==> src/rtl/arbitro_salida_pkg.sv <==
// Shared definitions for the output arbiter: FSM encoding and default widths.
package arbitro_salida_pkg;

    localparam int TAMANO_DATOS_DEF = 12;
    localparam int NUM_FIFOS_DEF    = 4;
    localparam int CNT_W_DEF        = 5;

    typedef enum logic [1:0] {
        ST_IDLE   = 2'd0,
        ST_ACTIVE = 2'd1,
        ST_PAUSE  = 2'd2
    } estado_t;

endpackage

==> src/rtl/arbitro_salida_rr_grant.sv <==
// Combinational 4-way round-robin priority: the search begins just after the
// previous winner and the first requester found is granted (one-hot).
module rr_grant (
    input  logic [3:0] request,
    input  logic [1:0] last_grant,
    output logic [3:0] grant
);

    logic [1:0] cand;
    logic       found;

    // Walk the four positions starting at last_grant+1; offset 4 wraps back to last_grant.
    always_comb begin
        grant = '0;
        found = 1'b0;
        cand  = '0;
        for (int k = 1; k <= 4; k++) begin
            cand = last_grant + k[1:0];
            if (!found && request[cand]) begin
                grant[cand] = 1'b1;
                found       = 1'b1;
            end
        end
    end

endmodule

==> src/rtl/arbitro_salida.sv <==
// Output arbiter: round-robin drains four show-ahead FIFOs into one registered
// stream, keeps a per-FIFO transfer counter and serves counter reads.
//
// state     | meaning
// ----------+------------------------------------------------------------
// ST_IDLE   | all FIFOs empty and no pause seen; idle_out high
// ST_ACTIVE | at least one FIFO non-empty, forwarding words
// ST_PAUSE  | downstream almost-full; no grants issued
module arbitro_salida
    import arbitro_salida_pkg::*;
#(
    parameter int TAMANO_DATOS = TAMANO_DATOS_DEF,
    parameter int NUM_FIFOS    = NUM_FIFOS_DEF,
    parameter int CNT_W        = CNT_W_DEF
) (
    input  logic                    clk,
    input  logic                    reset,
    input  logic [NUM_FIFOS-1:0]    fifo_empty,
    input  logic [TAMANO_DATOS-1:0] data_in0,
    input  logic [TAMANO_DATOS-1:0] data_in1,
    input  logic [TAMANO_DATOS-1:0] data_in2,
    input  logic [TAMANO_DATOS-1:0] data_in3,
    input  logic                    pause,
    output logic [NUM_FIFOS-1:0]    pop,
    output logic [TAMANO_DATOS-1:0] data_out,
    output logic                    push_out,
    output logic                    idle_out,
    input  logic                    req,
    input  logic [1:0]              idx,
    output logic                    cnt_valid,
    output logic [CNT_W-1:0]        cnt_out
);

    estado_t                 state_q, state_d;
    logic [1:0]              last_grant_q, last_grant_d;
    logic [CNT_W-1:0]        cnt_q [NUM_FIFOS];
    logic [CNT_W-1:0]        cnt_d [NUM_FIFOS];
    logic [TAMANO_DATOS-1:0] data_out_q, data_out_d;
    logic                    push_q, push_d;
    logic                    cnt_valid_q, cnt_valid_d;
    logic [CNT_W-1:0]        cnt_out_q, cnt_out_d;

    logic [3:0]              grant;
    logic [1:0]              win_idx;
    logic                    pop_any;
    logic                    all_empty;
    logic [TAMANO_DATOS-1:0] win_data;

    rr_grant u_rr_grant (
        .request    (~fifo_empty),
        .last_grant (last_grant_q),
        .grant      (grant)
    );

    // Pop gating looks at the live pause/reset inputs, not the state register,
    // so a pause or reset blocks the grant in the very same cycle.
    always_comb begin
        pop       = (reset || pause) ? '0 : grant;
        pop_any   = |pop;
        all_empty = &fifo_empty;
        win_idx   = '0;
        for (int i = 0; i < NUM_FIFOS; i++) begin
            if (pop[i]) win_idx = 2'(i);
        end
        case (win_idx)
            2'd0:    win_data = data_in0;
            2'd1:    win_data = data_in1;
            2'd2:    win_data = data_in2;
            default: win_data = data_in3;
        endcase
    end

    // Next-state: FSM transitions, grant pointer, counters, output stream and counter reads.
    always_comb begin
        state_d = state_q;
        case (state_q)
            ST_IDLE: begin
                if (pause)           state_d = ST_PAUSE;
                else if (!all_empty) state_d = ST_ACTIVE;
            end
            ST_ACTIVE: begin
                if (pause)          state_d = ST_PAUSE;
                else if (all_empty) state_d = ST_IDLE;
            end
            ST_PAUSE: begin
                if (!pause) state_d = all_empty ? ST_IDLE : ST_ACTIVE;
            end
            default: state_d = ST_IDLE;
        endcase

        last_grant_d = pop_any ? win_idx : last_grant_q;
        for (int i = 0; i < NUM_FIFOS; i++) begin
            cnt_d[i] = cnt_q[i] + {{(CNT_W-1){1'b0}}, pop[i]};
        end
        data_out_d  = pop_any ? win_data : data_out_q;
        push_d      = pop_any;
        cnt_valid_d = req;
        cnt_out_d   = req ? cnt_q[idx] : cnt_out_q;
    end

    // Register update with synchronous reset; the grant pointer resets to 3 so FIFO 0 wins first.
    always_ff @(posedge clk) begin
        if (reset) begin
            state_q      <= ST_IDLE;
            last_grant_q <= 2'd3;
            for (int i = 0; i < NUM_FIFOS; i++) cnt_q[i] <= '0;
            data_out_q   <= '0;
            push_q       <= 1'b0;
            cnt_valid_q  <= 1'b0;
            cnt_out_q    <= '0;
        end else begin
            state_q      <= state_d;
            last_grant_q <= last_grant_d;
            for (int i = 0; i < NUM_FIFOS; i++) cnt_q[i] <= cnt_d[i];
            data_out_q   <= data_out_d;
            push_q       <= push_d;
            cnt_valid_q  <= cnt_valid_d;
            cnt_out_q    <= cnt_out_d;
        end
    end

    assign data_out  = data_out_q;
    assign push_out  = push_q;
    assign idle_out  = (state_q == ST_IDLE);
    assign cnt_valid = cnt_valid_q;
    assign cnt_out   = cnt_out_q;

endmodule

==> config.mk <==
export PLATFORM = sky130hd
export DESIGN_NAME = arbitro_salida
export DESIGN_NICKNAME = d
export VERILOG_FILES = /design/src/rtl/arbitro_salida_pkg.sv /design/src/rtl/arbitro_salida_rr_grant.sv /design/src/rtl/arbitro_salida.sv
export SDC_FILE = /design/constraint.sdc
export NUM_CORES = 1
export LEC_CHECK = 0
export CORE_MARGIN = 1
export CORE_UTILIZATION = 49
export DETAILED_ROUTE_END_ITERATION = 10
export PLACE_DENSITY = 0.85
export SLEW_MARGIN = 5
export SYNTH_ARGS = -nofsm -noshare
export SYNTH_HDL_FRONTEND = slang
export SYNTH_SLANG_ARGS = --single-unit
==> constraint.sdc <==
create_clock -name clk -period 9 [get_ports clk]
set_input_delay 2.7 -clock clk [delete_from_list [all_inputs] [get_ports clk]]
set_output_delay 2.7 -clock clk [all_outputs]
set_load 0.01 [all_outputs]
* Word level (Yosys, flattened, before mapping)
Memories as Yosys holds them, arrays and structs flattened. A register that Yosys moved wholly into a read port is not among the register bits.
Index checks and enable logic that the tools add are counted.
** Word-level totals
- Register bits after elaboration :: 18
- Bits in writable memories :: 20
- Input port bits :: 58
- Memories kept :: 1
** Operators by class
- $add $sub $neg :: 7
- Order comparisons :: 8
- Equal/unequal tests :: 7
- Multiplexer cells :: 42
- Bitwise gates (word level) :: 8
- Reduce and logical (&&, ||, !) cells :: 16
** Memories
- cnt_q :: words 4, bits a word 5, read ports 5, clocked after Yosys merged registers in 1, wr ports 4, line arbitro_salida.sv:36 : logic [CNT_W-1:0] cnt_q [NUM_FIFOS];
** Operators by type and width (count)
- case mux 12 bit (3 select lines) :: 1
- adder 5 x 1 -> 5 bit :: 4
- 2-to-1 mux 4 bit :: 5
- 2-to-1 mux 5 bit :: 4
- 2-to-1 mux 1 bit :: 16
- 2-to-1 mux 2 bit :: 7
- < comparator 2 x 3 -> 1 bit (second input constant) :: 4
- bitwise OR 4 bit :: 3
- binary-select mux 1 bit (select 2 bit) :: 4
- demux 1 bit (select 2 bit) :: 4
- greater-or-equal comparator 2 x 1 -> 1 bit (second input constant) :: 4
- logical AND 1 bit :: 7
- != test 3 bit (second input constant) :: 2
- case mux 2 bit (3 select lines) :: 1
- adder 2 bit (second input constant) :: 2
- equality test 2 x 1 -> 1 bit (second input constant) :: 2
- equality test 2 bit (second input constant) :: 2
- logical NOT 2 bit :: 2
- inverter 4 bit :: 1
- bitwise OR 1 bit :: 4
- AND reduction 4 bit :: 1
- OR reduction 4 bit :: 1
- logical NOT 1 bit :: 3
- AND reduction 3 bit :: 1
- other kinds (3) :: 3

* Depth between registers and ports, before layout
- Depth in word-level cells :: 19
- Gate-level depth with buffers :: 14
- Depth with buffers taken out :: 13

* Modules after synthesis
Synthesis repeated with hierarchy kept, for this count alone.
** Unflattened totals
- Cell total of the unflattened synthesis :: 241
- Area total of the unflattened synthesis :: 2369.8 µm²
** Modules (own cells, without submodules)
- arbitro_salida :: instances 1, cells each 203, area each 2011.9 µm²
- rr_grant :: instances 1, cells each 38, area each 357.8 µm²

* Worst setup path before layout
Ideal clock, no wire load.
- Path kind :: input-to-output
- Start :: input port fifo_empty[0]
- End :: output port pop[2]
- Arrival time :: 4.142 ns
- Required time :: 6.300 ns
- Setup slack :: 2.158 ns
- Cell stages on the path :: 6
- Cell sequence :: mux4_2 -> o211a_1 -> a211oi_2 -> and2_1 -> buf_6 -> buf_2
** On the way
- Longest elaborated chain between the ends :: 14
** RTL lines
- start: declaration :: line arbitro_salida.sv:18 : input logic [NUM_FIFOS-1:0] fifo_empty,
- inverter 4 bit (*) :: line arbitro_salida.sv:50 : .request (~fifo_empty),
- binary-select mux 1 bit (select 2 bit) :: line arbitro_salida_rr_grant.sv:19 : if (!found && request[cand]) begin
- 2-to-1 mux 1 bit (implied by the code) :: line arbitro_salida_rr_grant.sv:19
- 2-to-1 mux 1 bit :: line arbitro_salida_rr_grant.sv:19
- logical NOT 1 bit :: line arbitro_salida_rr_grant.sv:19
- logical AND 1 bit :: line arbitro_salida_rr_grant.sv:19
- 2-to-1 mux 1 bit :: line arbitro_salida_rr_grant.sv:19
- logical NOT 1 bit :: line arbitro_salida_rr_grant.sv:19
- logical AND 1 bit :: line arbitro_salida_rr_grant.sv:19
- 2-to-1 mux 1 bit :: line arbitro_salida_rr_grant.sv:19
- logical NOT 1 bit :: line arbitro_salida_rr_grant.sv:19
- logical AND 1 bit :: line arbitro_salida_rr_grant.sv:19
- 2-to-1 mux 4 bit (*) :: line arbitro_salida_rr_grant.sv:19
- 2-to-1 mux 4 bit (*) :: line arbitro_salida.sv:58 : pop = (reset || pause) ? '0 : grant;
- end: declaration :: line arbitro_salida.sv:24 : output logic [NUM_FIFOS-1:0] pop,
Mark *: on every way between the ends. The rest lies on a longest branch, timed or not. The select of a mux whose other input is x is not followed.

* Worst setup path in the final report
- Start :: input port fifo_empty[1]
- End :: output port pop[3]
The elaborated chain is that of the path after synthesis.

==> impl_metrics.ini <==
[global_route]
grt_pass1_vias = 2048
grt_usage = 0.230
grt_pass1_wl_um = 9140
antenna_found_initial = 0
grt_max_degree = 44
grt_remaining_overflow = 0

[timing]
relSlewSlack = 0.252
fmax_mhz = 124
clock_skew_ns = 0.00465
tns_ns = 0
min_period_over_period = 0.895
hold_ws_ns = 0.502
setup-violations-final = 0
rsz0062_at_grt = no
hold_viol_final = 0
tightestPinTransition_ns = 1.11
layout_min_cycle_time_ns = 8.05
finalMaxSlewViolations = 0

[layout]
fin_cells = 381
nets = 387
layout-drive-gt1-share = 0.121
mostFrequentLayoutCells = 81 x clkdlybuf4s50_1, 43 x dfxtp_1, 32 x nor2_1, 16 x ha_1, 13 x nand2b_1
n_antenna_cell = 0
fillers = 382
final_common_cell = clkdlybuf4s50_1
utilization = 0.707
area_growth_pct = 37.4

[floorplan]
design.core.area_um2 = 4750
dieArea_um2 = 5280
num_rows = 25
start_util = 0.515
die-height_um = 72.7
io-pin-count = 82
die_w_um = 72.7

[pwr]
p_per_area_nw_per_um2 = 248
intPower_mw = 0.521
clock_power_share = 0.146
p_seq_frac = 0.319
irDropWorstVdd_mv = 0.157
finalPower_mw = 0.835
p_comb_frac = 0.535
switching_share = 0.376
power.switching_mw = 0.314
leakagePower_nw = 1.34

[logic_synthesis]
ys_async_sr_fraction = 0
postSynthAreaPerCell_um2 = 10.3
synth_seq_cells = 43
ys_seq_area_frac = 0.352
synth-edff-count = 0
synthDistinctLibCells = 43
yosys_warnings = 0
syn_area_um2 = 2450
synth_cells = 237
syn_nets = 311
ys.flop_type = dfxtp_1

[drt]
vias = 2096
first_pass_iters = 5
drc_errors = 0
wl_per_cell_um = 15.0
drtIter0Drc = 145
via_per_inst = 5.50
ant_nets = 0
wl_um = 5720

[cts]
clock_path_buffers = 2
cts_resized = 0
worstSkewPairLatency_ns = 0.30
cts.sinks = 43
clk_pin_slew_worst_paths_ns = 0.08
tritoncts = built
numCtsBuffers = 5
postCtsSetupBuffers = 0
cts_hold_buffers = 0
cts_root_buffer = clkbuf_8
htree_levels = 2

[job]
drv_cap = 0

[worst_setup_path]
cp_data_required_time_ns = 6.30
crit_path_start_kind = input pin
critPathMaxFanout = 13
critPathBufInv = 3
worst_path_largest_cell_delay_ns = 0.62
path_cells = clkdlybuf4s50_1 > mux4_2 > o221ai_1 > a21oi_1 > o22ai_1 > nand2_1 > inv_2 > clkdlybuf4s50_1
crit_path_frequent_cell = clkdlybuf4s50_1
critPathSlowestCell = mux4_2
crit_arrival_ns = 5.35
crit_path_end_kind = output pin
path_class = in2out
crit_family = buffers and inverters

[placement]
portBuffers = 81
place_inst = 373
gp_congestion = 0.874
hpwl_um = 4320

[run_status]
status = finished, final reports clean

[min_path]
hold_path.class = reg2reg
-- worst min-delay path: stages, from the launching register on --
cell      delay, ns
dfxtp_1        0.32
nand2b_1       0.08
a221oi_2       0.06
-- metrics by stage --
stage / area (um2) / setup slack [ns]
final: 3360 / 0.948
after global routing: 3360 / 0.795
after CTS: 3360 / 0.964
after global placement: 3280 / 1.02
after detailed placement: 3280 / 0.976
after floorplan: 2450 / 2.16
-- sequential cells by signal (all words and copies together) (netlist names) --
signal        cells
last_grant_q      2
cnt_out           5
data_out         12
cnt_valid         1
cnt_q            20
push_out          1
state_q           2
-- synthesized netlist by cell type (2+ instances only) --
| cell | instances | area share |
|---|---|---|
| a221oi_2 | 10 | 0.061 |
| mux2i_1 | 5 | 0.020 |
| mux4_2 | 9 | 0.083 |
| mux2_2 | 4 | 0.018 |
| o21ai_0 | 2 | 0.0041 |
| and3b_1 | 3 | 0.011 |
| nand3_1 | 8 | 0.016 |
| nor3b_1 | 2 | 0.0061 |
| buf_6 | 3 | 0.014 |
| xor2_1 | 8 | 0.029 |
| nand2_1 | 6 | 0.0092 |
| ha_1 | 16 | 0.082 |
| nand2b_1 | 13 | 0.033 |
| a222oi_1 | 11 | 0.045 |
| xnor2_1 | 4 | 0.014 |
| buf_2 | 4 | 0.0082 |
| clkbuf_1 | 6 | 0.0092 |
| inv_1 | 8 | 0.012 |
| nor3_1 | 3 | 0.0061 |
| nor2_1 | 32 | 0.049 |
| o21ai_1 | 2 | 0.0041 |
| dfxtp_1 | 43 | 0.35 |
| a21oi_1 | 2 | 0.0041 |
| nor2b_1 | 12 | 0.031 |
| o22ai_1 | 2 | 0.0051 |
| a221o_1 | 2 | 0.0082 |
-- power by group through the flow --
stage               registers, mW  logic (mW)  clock network (mW)
global route                0.271       0.487               0.132
detailed placement          0.271       0.446                   0
CTS                         0.267       0.448               0.126
global placement            0.269       0.435                   0
finish                      0.266       0.447               0.122
floorplan                   0.275       0.301                   0
-- layer usage --
layer | vias to the layer above | GRT usage | routed length (um)
met4 | 0 | 0.0850 | 91
met1 | 975 | 0.262 | 2390
li1 | 1028 | - | -
met5 | - | 0 | 0
met3 | 11 | 0.0829 | 437
met2 | 82 | 0.397 | 2810
-- logic make-up after synthesis --
kind of cell,count (synthesis),synth area share
buffers and inverters,23,0.0465
xor gates and xnor gates,12,0.0429
and+or+nand+nor,85,0.188
adders and majority gates,16,0.0818
muxes,18,0.122
DFF,43,0.352
AOI/OAI and AO/OA,40,0.167
-- worst paths after layout --
| kind | from | slack [ns] | cells past startpoint | to |
|---|---|---|---|---|
| max | fifo_empty[1] | 0.95 | 8 | pop[3] |
| min | data_out[1]$_SDFFE_PP0P_ | 0.50 | 2 | data_out[1]$_SDFFE_PP0P_ |
| max reg2reg | last_grant_q[0]$_SDFFE_PP1P_ | 4.73 | 10 | data_out[6]$_SDFFE_PP0P_ |
| min reg2reg | data_out[1]$_SDFFE_PP0P_ | 0.50 | 2 | data_out[1]$_SDFFE_PP0P_ |
-- cell type report --
class                      instances  area, um2  area share
timing repair buffer              83        826       0.246
inverter                           9       33.8      0.0100
multi-input combinational        171       1470       0.438
tap                               67       83.8      0.0249
clock inverter                     2       12.5     0.00372
sequential                        43        861       0.256
clock buffer                       6       72.6      0.0216
Note: power is estimated with default switching activity, not from simulation.
==> edit (same settings) <==
Change the package constant `TAMANO_DATOS_DEF` from 12 to 18.
--- a/src/rtl/arbitro_salida_pkg.sv
+++ b/src/rtl/arbitro_salida_pkg.sv
@@ -1,7 +1,7 @@
 // Shared definitions for the output arbiter: FSM encoding and default widths.
 package arbitro_salida_pkg;
 
-    localparam int TAMANO_DATOS_DEF = 12;
+    localparam int TAMANO_DATOS_DEF = 18;
     localparam int NUM_FIFOS_DEF    = 4;
     localparam int CNT_W_DEF        = 5;
 
Ports: changed (5 resized); port bits go from 82 to 112. The function was not compared with the original's and may differ.
==> edit against the unedited design <==
Cell count is 30% higher. Sequential cell count is 6 higher. Non-clock buffer count is 32 higher. Setup slack worse by 0.23 ns. Area after synthesis is 25% higher. Cell area is 28% higher. Total power is 9.9% higher. Wire length is 49% higher. Die area is 25% higher. Largest cell class unchanged.
==> edit: results (changes against the unedited design) <==
| Metric | Value |
|---|---|
| Syn_nets | `418 (+34%)` |
| Hold Crit Endpoint | `cnt_out[2]$_SDFFE_PP0P_` |
| First drt pass iteration count | `4 (-1)` |
| Cell family with most CP delay | `buffers and inverters` |
| DR vias/cell | `5.96 (+8.3%)` |
| Final Skew | `0.00765 ns (+0.00300 ns)` |
| First-pass GRT wire length | `13700 µm (+50%)` |
| Final HPWL DP | `6370 µm (+47%)` |
| Yosys warns | `0 (unchanged)` |
| GRT Overall Usage | `0.271 (+0.0410)` |
| Ratio of cells with drive above 1 in the final layout | `0.103 (-0.0184)` |
| Worst-case reg-to-reg path depth | `9 (-1)` |
| Count of input and output buffers | `111 (+37%)` |
| P_leak | `1.67 nW (+25%)` |
| Min-Delay Startpoint | `cnt_out[2]$_SDFFE_PP0P_` |
| Crit Path Max Fanout | `23 (+10)` |
| Avg Cell Area, Syn | `9.57 µm² (-7.4%)` |
| Maximum clock insertion buffer count | `2 (unchanged)` |
| Commonest cells in the netlist | `dfxtp_1 (49), nor2_1 (29), a2111oi_0 (26), nor2b_1 (23), inv_1 (22)` |
| Iter 0 DRT Violations | `136 (-6.2%)` |
| Worst Setup SP | `fifo_empty[2]` |
| GPL Wtd Cong | `0.846 (-3.2%)` |
| Peak VDD IR | `125 µV (-20%)` |
| WHS | `0.510 ns (+0.00769 ns)` |
| Root Buffer | `clkbuf_8` |
| Post-DP Area | `4180 µm² (+28%)` |
| Layout Nets | `515 (+33%)` |
| Reg-to-reg critical path endpoint | `data_out[13]$_SDFFE_PP0P_` |
| Largest stage delay, worst path | `0.62 ns (about the same)` |
| Cells after DPL | `486 (+30%)` |
| Library cells used by synthesis | `41 (-4.7%)` |
| Slew @ Worst Pin | `1.27 ns (+0.155 ns)` |
| Crit-path slowest cell | `mux4_2` |
| Pre-CTS WS | `0.739 ns (-0.237 ns)` |
| R2R Setup Slk | `4.72 ns (about the same)` |
| CP arrival | `5.58 ns (+0.23 ns)` |
| Main area contributors after synthesis | `dfxtp_1 (32%), a2111oi_0 (7.4%), mux4_2 (6.6%)` |
| Total wire length | `8540 µm (+49%)` |
| Largest net degree at the start of global routing | `38 (-14%)` |
| Hold path depth | `2 (unchanged)` |
| Worst-Skew Late Latency | `0.30 ns (about the same)` |
| Vias in the first global route | `2840 (+39%)` |
| Routed len/inst | `17.3 µm (+15%)` |
| Register area share after synthesis | `0.319 (-0.0323)` |
| Main synth FF type | `dfxtp_1` |
| Status | `finished clean` |
| Asr flop ratio synth | `0 (unchanged)` |
edit: cell count changes after synthesis, moves of 11 or more:
cell       change
a2111oi_0     +26
a222oi_1      -11
clkbuf_1      +13
inv_1         +14
nor2b_1       +11
edit: per-layer routing:
layer / track usage / routed length (µm) / vias up
li1: - / - / 1397
met1: 0.346 / 3750 / 1378
met2: 0.459 / 3960 / 148
met3: 0.0449 / 629 / 20
met4: 0.0982 / 208 / 0
met5: 0 / 0 / -
edit: worst max path at each step:
stage              to  slack, ns  cells after the start
2_1_floorplan  pop[3]       1.66                      8
3_3_place_gp   pop[3]       0.82                      7
3_5_place_dp   pop[3]       0.74                      7
4_1_cts        pop[3]       0.73                      7
5_1_grt        pop[3]       0.57                      7
6_report       pop[3]       0.72                      7
edit: cell families (layout without fill, tap and decap cells):
logic type      after synthesis  after routing  share of synthesized area
buf+inv                      50            148                     0.0693
flops                        49             49                      0.319
fa+ha+maj                    15             15                     0.0611
xor+xnor                     12             12                     0.0342
compound gates               68             68                      0.220
simple gates                113            113                      0.214
mux                          14             14                     0.0823
edit: cell type report:
type,count,area [µm²]
clock buffers,6,72.6
clock inverters,2,38.8
fillers,450,1700
inverters,25,93.8
multi-input cells,222,1880
flip-flops and latches,49,981
well taps,75,93.8
repair buffers,115,1140
edit: power breakdown:
part	internal, mW	switching (mW)
Combinational	0.224	0.236
Clock	0.0836	0.0768
Sequential	0.264	0.0329
edit: worst min-delay path: cells and delay by family (launching register included):
family | cells | cell delay [ns]
multiplexers | 1 | 0.07
flip-flops | 1 | 0.34
AND/OR/NAND/NOR | 1 | 0.07
